===== src/rtl/lycan_tx_arbiter.sv =====
// lycan_tx_arbiter
//   Round-robin merge of all peripheral packet streams into the single USB TX
//   stream. The granted slot index is stamped into the top address bits of each
//   word. tx_valid/tx_data form one output register that refills every cycle
//   while the FIFO accepts.
//
//   Optional feature: define LYCAN_TX_ARB_LOCK_EN to hold the grant on one slot
//   for a whole burst (until a word with periph_last set). Without it,
//   periph_last is ignored and arbitration happens per word.
//
// Ports
//   clk, rst      : clock, synchronous active-high reset
//   periph_valid  : per-slot word valid
//   periph_data   : per-slot word, packed [slot][bit]
//   periph_last   : per-slot end of burst (lock build only)
//   periph_ready  : per-slot accept, one-hot or zero
//   tx_valid      : output word valid
//   tx_data       : output word with stamped source slot
//   tx_ready      : TX FIFO accept
module lycan_tx_arbiter #(
    parameter int num_peripherals      = 8,
    parameter int usb_packet_width     = 32,
    parameter int periph_address_width = $clog2(num_peripherals)
) (
    input  logic                                              clk,
    input  logic                                              rst,
    input  logic [num_peripherals-1:0]                        periph_valid,
    input  logic [num_peripherals-1:0][usb_packet_width-1:0] periph_data,
    input  logic [num_peripherals-1:0]                        periph_last,
    output logic [num_peripherals-1:0]                        periph_ready,
    output logic                                              tx_valid,
    output logic [usb_packet_width-1:0]                       tx_data,
    input  logic                                              tx_ready
);
    localparam int AW = periph_address_width;
    localparam int PW = usb_packet_width - periph_address_width;

    logic                        tx_valid_q, tx_valid_d;
    logic [usb_packet_width-1:0] tx_data_q, tx_data_d;
    logic [AW-1:0]               rr_ptr_q, rr_ptr_d;

    logic [AW-1:0] grant;
    logic [AW-1:0] idx;
    logic          grant_vld;
    logic          load;
    logic          xfer;

`ifdef LYCAN_TX_ARB_LOCK_EN
    typedef enum logic {ARB, LOCK} state_e;
    state_e        state_q, state_d;
    logic [AW-1:0] lock_slot_q, lock_slot_d;
`endif

    // Peripheral address bits and (in the default build) periph_last are not
    // part of the datapath; fold them here so they are visibly consumed.
    logic unused_in;
    assign unused_in = ^{periph_last, periph_data};

    // Search from rr_ptr upward. Scanning offsets high-to-low lets the
    // smallest offset win. rr_ptr + i wraps naturally because the slot count
    // is a power of two.
    always_comb begin
        grant     = rr_ptr_q;
        grant_vld = 1'b0;
        idx       = rr_ptr_q;
        for (int i = num_peripherals - 1; i >= 0; i--) begin
            idx = rr_ptr_q + AW'(i);
            if (periph_valid[idx]) begin
                grant     = idx;
                grant_vld = 1'b1;
            end
        end
`ifdef LYCAN_TX_ARB_LOCK_EN
        // Mid-burst only the locked slot is eligible, valid or not.
        if (state_q == LOCK) begin
            grant     = lock_slot_q;
            grant_vld = periph_valid[lock_slot_q];
        end
`endif
    end

    always_comb begin
        load         = !tx_valid_q || tx_ready;
        xfer         = load && grant_vld && !rst;
        periph_ready = '0;
        if (xfer) periph_ready[grant] = 1'b1;

        tx_valid_d = tx_valid_q;
        tx_data_d  = tx_data_q;
        rr_ptr_d   = rr_ptr_q;
        if (load) tx_valid_d = xfer;
        if (xfer) tx_data_d = {grant, periph_data[grant][PW-1:0]};

`ifdef LYCAN_TX_ARB_LOCK_EN
        state_d     = state_q;
        lock_slot_d = lock_slot_q;
        if (xfer) begin
            if (periph_last[grant]) begin
                state_d  = ARB;
                rr_ptr_d = grant + AW'(1);
            end else begin
                // Pointer stays put while locked; it advances at burst end.
                state_d     = LOCK;
                lock_slot_d = grant;
            end
        end
`else
        if (xfer) rr_ptr_d = grant + AW'(1);
`endif
    end

    always_ff @(posedge clk) begin
        if (rst) begin
            tx_valid_q  <= 1'b0;
            tx_data_q   <= '0;
            rr_ptr_q    <= '0;
`ifdef LYCAN_TX_ARB_LOCK_EN
            state_q     <= ARB;
            lock_slot_q <= '0;
`endif
        end else begin
            tx_valid_q  <= tx_valid_d;
            tx_data_q   <= tx_data_d;
            rr_ptr_q    <= rr_ptr_d;
`ifdef LYCAN_TX_ARB_LOCK_EN
            state_q     <= state_d;
            lock_slot_q <= lock_slot_d;
`endif
        end
    end

    assign tx_valid = tx_valid_q;
    assign tx_data  = tx_data_q;

endmodule


===== config.mk =====
export PLATFORM = sky130hd
export DESIGN_NAME = lycan_tx_arbiter
export DESIGN_NICKNAME = d
export VERILOG_FILES = /design/src/rtl/lycan_tx_arbiter.sv
export SDC_FILE = /design/constraint.sdc
export NUM_CORES = 1
export LEC_CHECK = 0
export ABC_AREA = 1
export ABC_CLOCK_PERIOD_IN_PS = 3100
export BUFFER_PORTS_ARGS = -buffer_cell sky130_fd_sc_hd__buf_2
export CAP_MARGIN = 10
export CORE_AREA = 2 2 121 123
export DETAILED_ROUTE_END_ITERATION = 10
export DIE_AREA = 0 0 123 125
export GPL_TIMING_DRIVEN = 0
export PLACE_DENSITY = 0.72
export RECOVER_POWER = 100
export SLEW_MARGIN = 20
export SYNTH_ARGS = -nofsm -noshare
export SYNTH_HDL_FRONTEND = slang
export SYNTH_SLANG_ARGS = --single-unit

===== constraint.sdc =====
create_clock -name clk -period 3.1 [get_ports clk]
set_input_delay 0.465 -clock clk [delete_from_list [all_inputs] [get_ports clk]]
set_output_delay 0.465 -clock clk [all_outputs]
set_load 0.02 [all_outputs]

== Word-level counts from Yosys, hierarchy flattened ==
Index checks and enable logic that the tools add are counted.

* Register bits after elaboration: 36
* Output and inout bits: 41
* Word-level logic and storage cells: 64
* Input port bits: 275

* Add/subtract/negate cells: 8
* $lt $le $gt $ge: 10
* Multiplexer cells: 37
* Reduce and logical (&&, ||, !) cells: 6

{| class="wikitable"
|+ Operator list
! cell !! number
|-
| 32-bit binary-select mux with 3-bit select || 1
|-
| 3-bit by 4-bit < comparator with 1-bit output (second input constant) || 9
|-
| 29-bit 2-to-1 mux || 1
|-
| 1-bit binary-select mux with 3-bit select || 8
|-
| 3-bit 2-to-1 mux || 8
|-
| 1-bit 2-to-1 mux || 17
|-
| 3-bit adder (second input constant) || 4
|-
| 8-bit 2-to-1 mux || 1
|-
| 3-bit by 1-bit adder with 3-bit output (second input constant) || 2
|-
| 3-bit by 2-bit adder with 3-bit output (second input constant) || 2
|-
| 1-bit demux with 3-bit select || 1
|-
| 3-bit by 1-bit >= comparator with 1-bit output (second input constant) || 1
|-
| 1-bit logical AND || 3
|-
| 1-bit logical NOT || 2
|-
| 1-bit logical OR || 1
|}

== Logic depth before layout (Yosys ltp) ==
* Depth after elaboration: 16
* Depth in mapped cells: 25
* Gate-level depth less buffers: 22

== Worst setup path after synthesis ==
OpenSTA, ideal clock, no wires.

* Kind: register -> output
* Start: register rr_ptr_q[0]
* End: output periph_ready[0]
* Arrival: 2.755 ns
* Required time: 2.635 ns
* Cell stages (with the launch flop): 20
* Buffers on the path: 3
* Setup slack: -0.120 ns
* Cells stage by stage: dfxtp_1 buf_6 inv_4 buf_8 ha_1 inv_1 nand3_1 nand3_1 nand2_1 inv_2 nor2_1 nor2_2 nand2_2 nand2_2 nand2_4 nand2_4 inv_2 buf_2 nand2_1 nor3_1

* Cells in the longest elaborated chain, start to end: 16
* Elaborated cells on any way between the ends: 47
* Classes of those cells: 7 x add/sub; 2 x order compare; 35 x mux; 3 x reduce/logical

{| class="wikitable"
|+ Ends and longest elaborated chain
! item !! RTL line !! text
|-
| start, declared || 40 || <nowiki>logic [AW-1:0] rr_ptr_q, rr_ptr_d;</nowiki>
|-
| start signal, assigned || 124 || <nowiki>rr_ptr_q <= rr_ptr_d;</nowiki>
|-
| 3-bit adder || 67 || <nowiki>idx = rr_ptr_q + AW'(i);</nowiki>
|-
| 1-bit binary-select mux with 3-bit select || 68 || <nowiki>if (periph_valid[idx]) begin</nowiki>
|-
| 1-bit 2-to-1 mux (not written as such) || 68 ||
|-
| 3-bit 2-to-1 mux (8 in a row) || 68 ||
|-
| 3-bit by 4-bit < comparator with 1-bit output (not written as such) / 3-bit by 1-bit >= comparator with 1-bit output (equally long branches) || 86 || <nowiki>if (xfer) periph_ready[grant] = 1'b1;</nowiki>
|-
| 1-bit logical AND (not written as such) || 86 ||
|-
| 1-bit 2-to-1 mux (not written as such) || 86 ||
|-
| 1-bit demux with 3-bit select || 86 ||
|-
| 8-bit 2-to-1 mux (*) || 86 ||
|-
| end, declared || 30 || <nowiki>output logic [num_peripherals-1:0] periph_ready,</nowiki>
|}

Mark *: on every way between the ends. The rest lies on a longest branch, timed or not. The select of a mux whose other input is x is not followed.

== Worst setup path in the final report ==
* Start: register rr_ptr_q[0]
* End: output periph_ready[3]

Same word-level chain as after synthesis.

==> run metrics <==
outcome=complete, but fails checks; failing checks=setup timing; Crit Path Category=flip-flop to primary output; Max Slew Vio Count=0; clock sinks=36; skew final=0.0107 ns; Syn Area/Cell=4.88 um^2; Yosys reg bits=36; P&R area growth vs syn=53.2%; post-synthesis sequential area ratio=0.153; unrepaired setup endpoints after global routing=yes; Synth Cell Area=around 0.0047 mm^2; hold_sp=rst; initial antenna violation count=0; Crit path required time=approximately 2.6 ns; CP max stage delay=~0.33 ns; Worst Hold End=rr_ptr_q[0]; CP Data Arrival Time=2.72 ns; Die Y-Extent=125 um; CTS tree=yes; most frequent cell after synthesis=nand2_1; Mapped Cells=967; Setup WS pre-CTS=-0.997 ns; fin nets=about 1,600; Fmax=approximately 310 MHz; DR vias=7,212; cells along the critical path=buf_6 -> inv_4 -> buf_12 -> ha_4 -> inv_8 -> nand3_4 -> nand3_2 -> nand2_2 -> nor3_2 -> nand4_1 -> nand2_4 -> buf_4 -> nor2_4 -> buf_6 -> nand3_4 -> inv_2 -> buf_6; DRC=0; via/cell ratio=4.90; pin count of the biggest net entering global routing=13; setup slack, reg-to-reg=0.13 ns; TritonCTS Buffers=5; CP delay by family, top=simple AND/OR/NAND/NOR gates; Synth Warn #=0; Crit-path slowest cell=dfxtp_2; WP buf/inv=8; gr usage total=0.275; CP Depth=17; Synth cell types=29; wire length per cell=14.7 um; num rows=44; R2R cell count=26; final worst slack=-0.0811 ns; Commonest cells post-synth=nand2_1, nand3_1, inv_1; Max-Cap Viols=0; crit-path most repeated cell=buf_6; Final GP Congestion=0.934; worst flop-to-flop path endpoint=tx_data[25]; worst slew pin tran=0.629 ns; diode count=0; Min Clock Period, post-route=3.18 ns; die area=0.0154 mm^2; total I/O pin count=approximately 320; Core Area=between 0.01 and 0.015 mm^2; layout cells sized above 1=0.326; Rel. slew slack=0.581; CTS clk-pin slew, worst paths=0.06 ns; Post-synth EDFFs=0; Critical Path Fanout Max=6; cts hold-fix bufs=0; Hold Fails Final Rpt=0; htree depth=2; top post-synthesis cells by area=nand2_1, nand3_1, dfxtp_1, inv_1, buf_2; root buf cell=clkbuf_16; worst-skew pair later-pin latency=0.29 ns; type of origin of the critical path=flip-flop; antenna viol nets, final=0; Final Cycle Share=1.03; r2r startpoint=rr_ptr_q[0]; Initial DRT Pass Iterations=5; Synth async-reset ratio=0; dominant synthesized flop cell=dfxtp_1; hold path cells=2; HP Class=primary input to flip-flop; first-pass GRT wire length=33,200 um; Post-Syn Nets=1,244; setup violators final=7; CP Capture Type=primary output; CTS Buffer Depth=2; HPWL after DPL=17,200 um; vias in the first global route=6,863; Synth top area share=0.461; First DRT Iteration DRCs=347; Port-buffer cells=283; Overflow after GRT=0; Die Wd=123 um; area leader, netlist=nand2_1; WL final=21,600 um; Initial Utilization=0.332
-- timing repair --
item                                    CTS  global route
gates cloned                              0             0
gates resized for setup                  94            48
endpoints found under the setup margin   42            38
pin swaps                                29            14
setup buffers                            27             5
-- layout by cell type, fill, tap and decap left out, drive strengths merged --
cell / netlist / final
nand4: 1 / 1
buf: 50 / 326
a21boi: 1 / 1
ha: 2 / 2
inv: 52 / 52
o21bai: 1 / 1
nor2: 14 / 14
clkinv: 1 / 4
a21oi: 6 / 6
clkbuf: 15 / 58
nor3: 2 / 2
nand3: 185 / 185
o21ai: 4 / 4
o31ai: 1 / 1
nand2: 592 / 592
xnor2: 2 / 2
dfxtp: 36 / 36
xor2: 2 / 2
-- worst max-delay path by stage --
stage / start / end / slack (ns)
final: rr_ptr_q[0] / periph_ready[3] / -0.08
after floorplan: rr_ptr_q[0] / periph_ready[5] / -0.03
after CTS: rr_ptr_q[0] / periph_ready[3] / -0.03
after global routing: rr_ptr_q[0] / periph_ready[0] / -0.17
after global placement: rr_ptr_q[1] / periph_ready[7] / -0.99
after detailed placement: rr_ptr_q[1] / periph_ready[7] / -1.0
-- registers in the layout (all words and copies together), names as in the netlist --
| signal | count |
|---|---|
| tx_data | 32 |
| tx_valid | 1 |
| rr_ptr_q | 3 |
-- worst reg2reg max path: stages (launching register included) --
cell     delay (ns)
dfxtp_2        0.33
buf_6          0.10
inv_4          0.04
buf_12         0.12
ha_4           0.37
inv_8          0.07
nand3_4        0.07
nand3_2        0.11
nand2_2        0.14
inv_2          0.05
nor2_2         0.08
nor2_2         0.04
nand2_2        0.08
nand2_2        0.07
nand2_4        0.09
nand2_4        0.08
buf_12         0.15
buf_12         0.15
buf_6          0.15
nand2_1        0.07
nand2_1        0.06
nand2_1        0.09
nand2_1        0.05
nand2_1        0.13
nand3_1        0.09
nand2_1        0.06
inv_1          0.03
-- layer usage --
metal,GRT usage,share of wire
met2,0.493,0.51
met4,0.0822,0.021
met5,0,0
met1,0.334,0.40
met3,0.0401,0.065
-- layout make-up --
type                       instances  area (um^2)
tap                              184          230
sequential                        36          722
inverter                          53          224
buffer                            64          460
timing repair buffer             315         1680
fill                            1625         6980
clock buffer                       5          125
multi-input combinational        813         3760
clock inverter                     3         18.8
-- stage by stage --
step                instances  hold slack (ns)  utilization  TNS [ns]  cell area, um^2
floorplan                 967            0.565            -   -0.0913             4720
global placement         1434            0.481        0.448    -20.54             6370
CTS                      1468            0.419        0.498    -0.116             7070
finish                   1473            0.430        0.509    -0.327             7230
global route             1473            0.434        0.509     -1.47             7230
detailed placement       1434            0.486        0.448    -18.65             6370
-- cell families after synthesis --
logic type,share of synthesized area
xor gates and xnor gates,0.00743
AOI/OAI and AO/OA,0.0154
buffers and inverters,0.124
adders and majority gates,0.00530
and+or+nand+nor,0.695
DFF,0.153
Power is left out: the tool's default activity adds up to more than one toggle a clock period on the data nets, which glitch-free logic cannot reach.
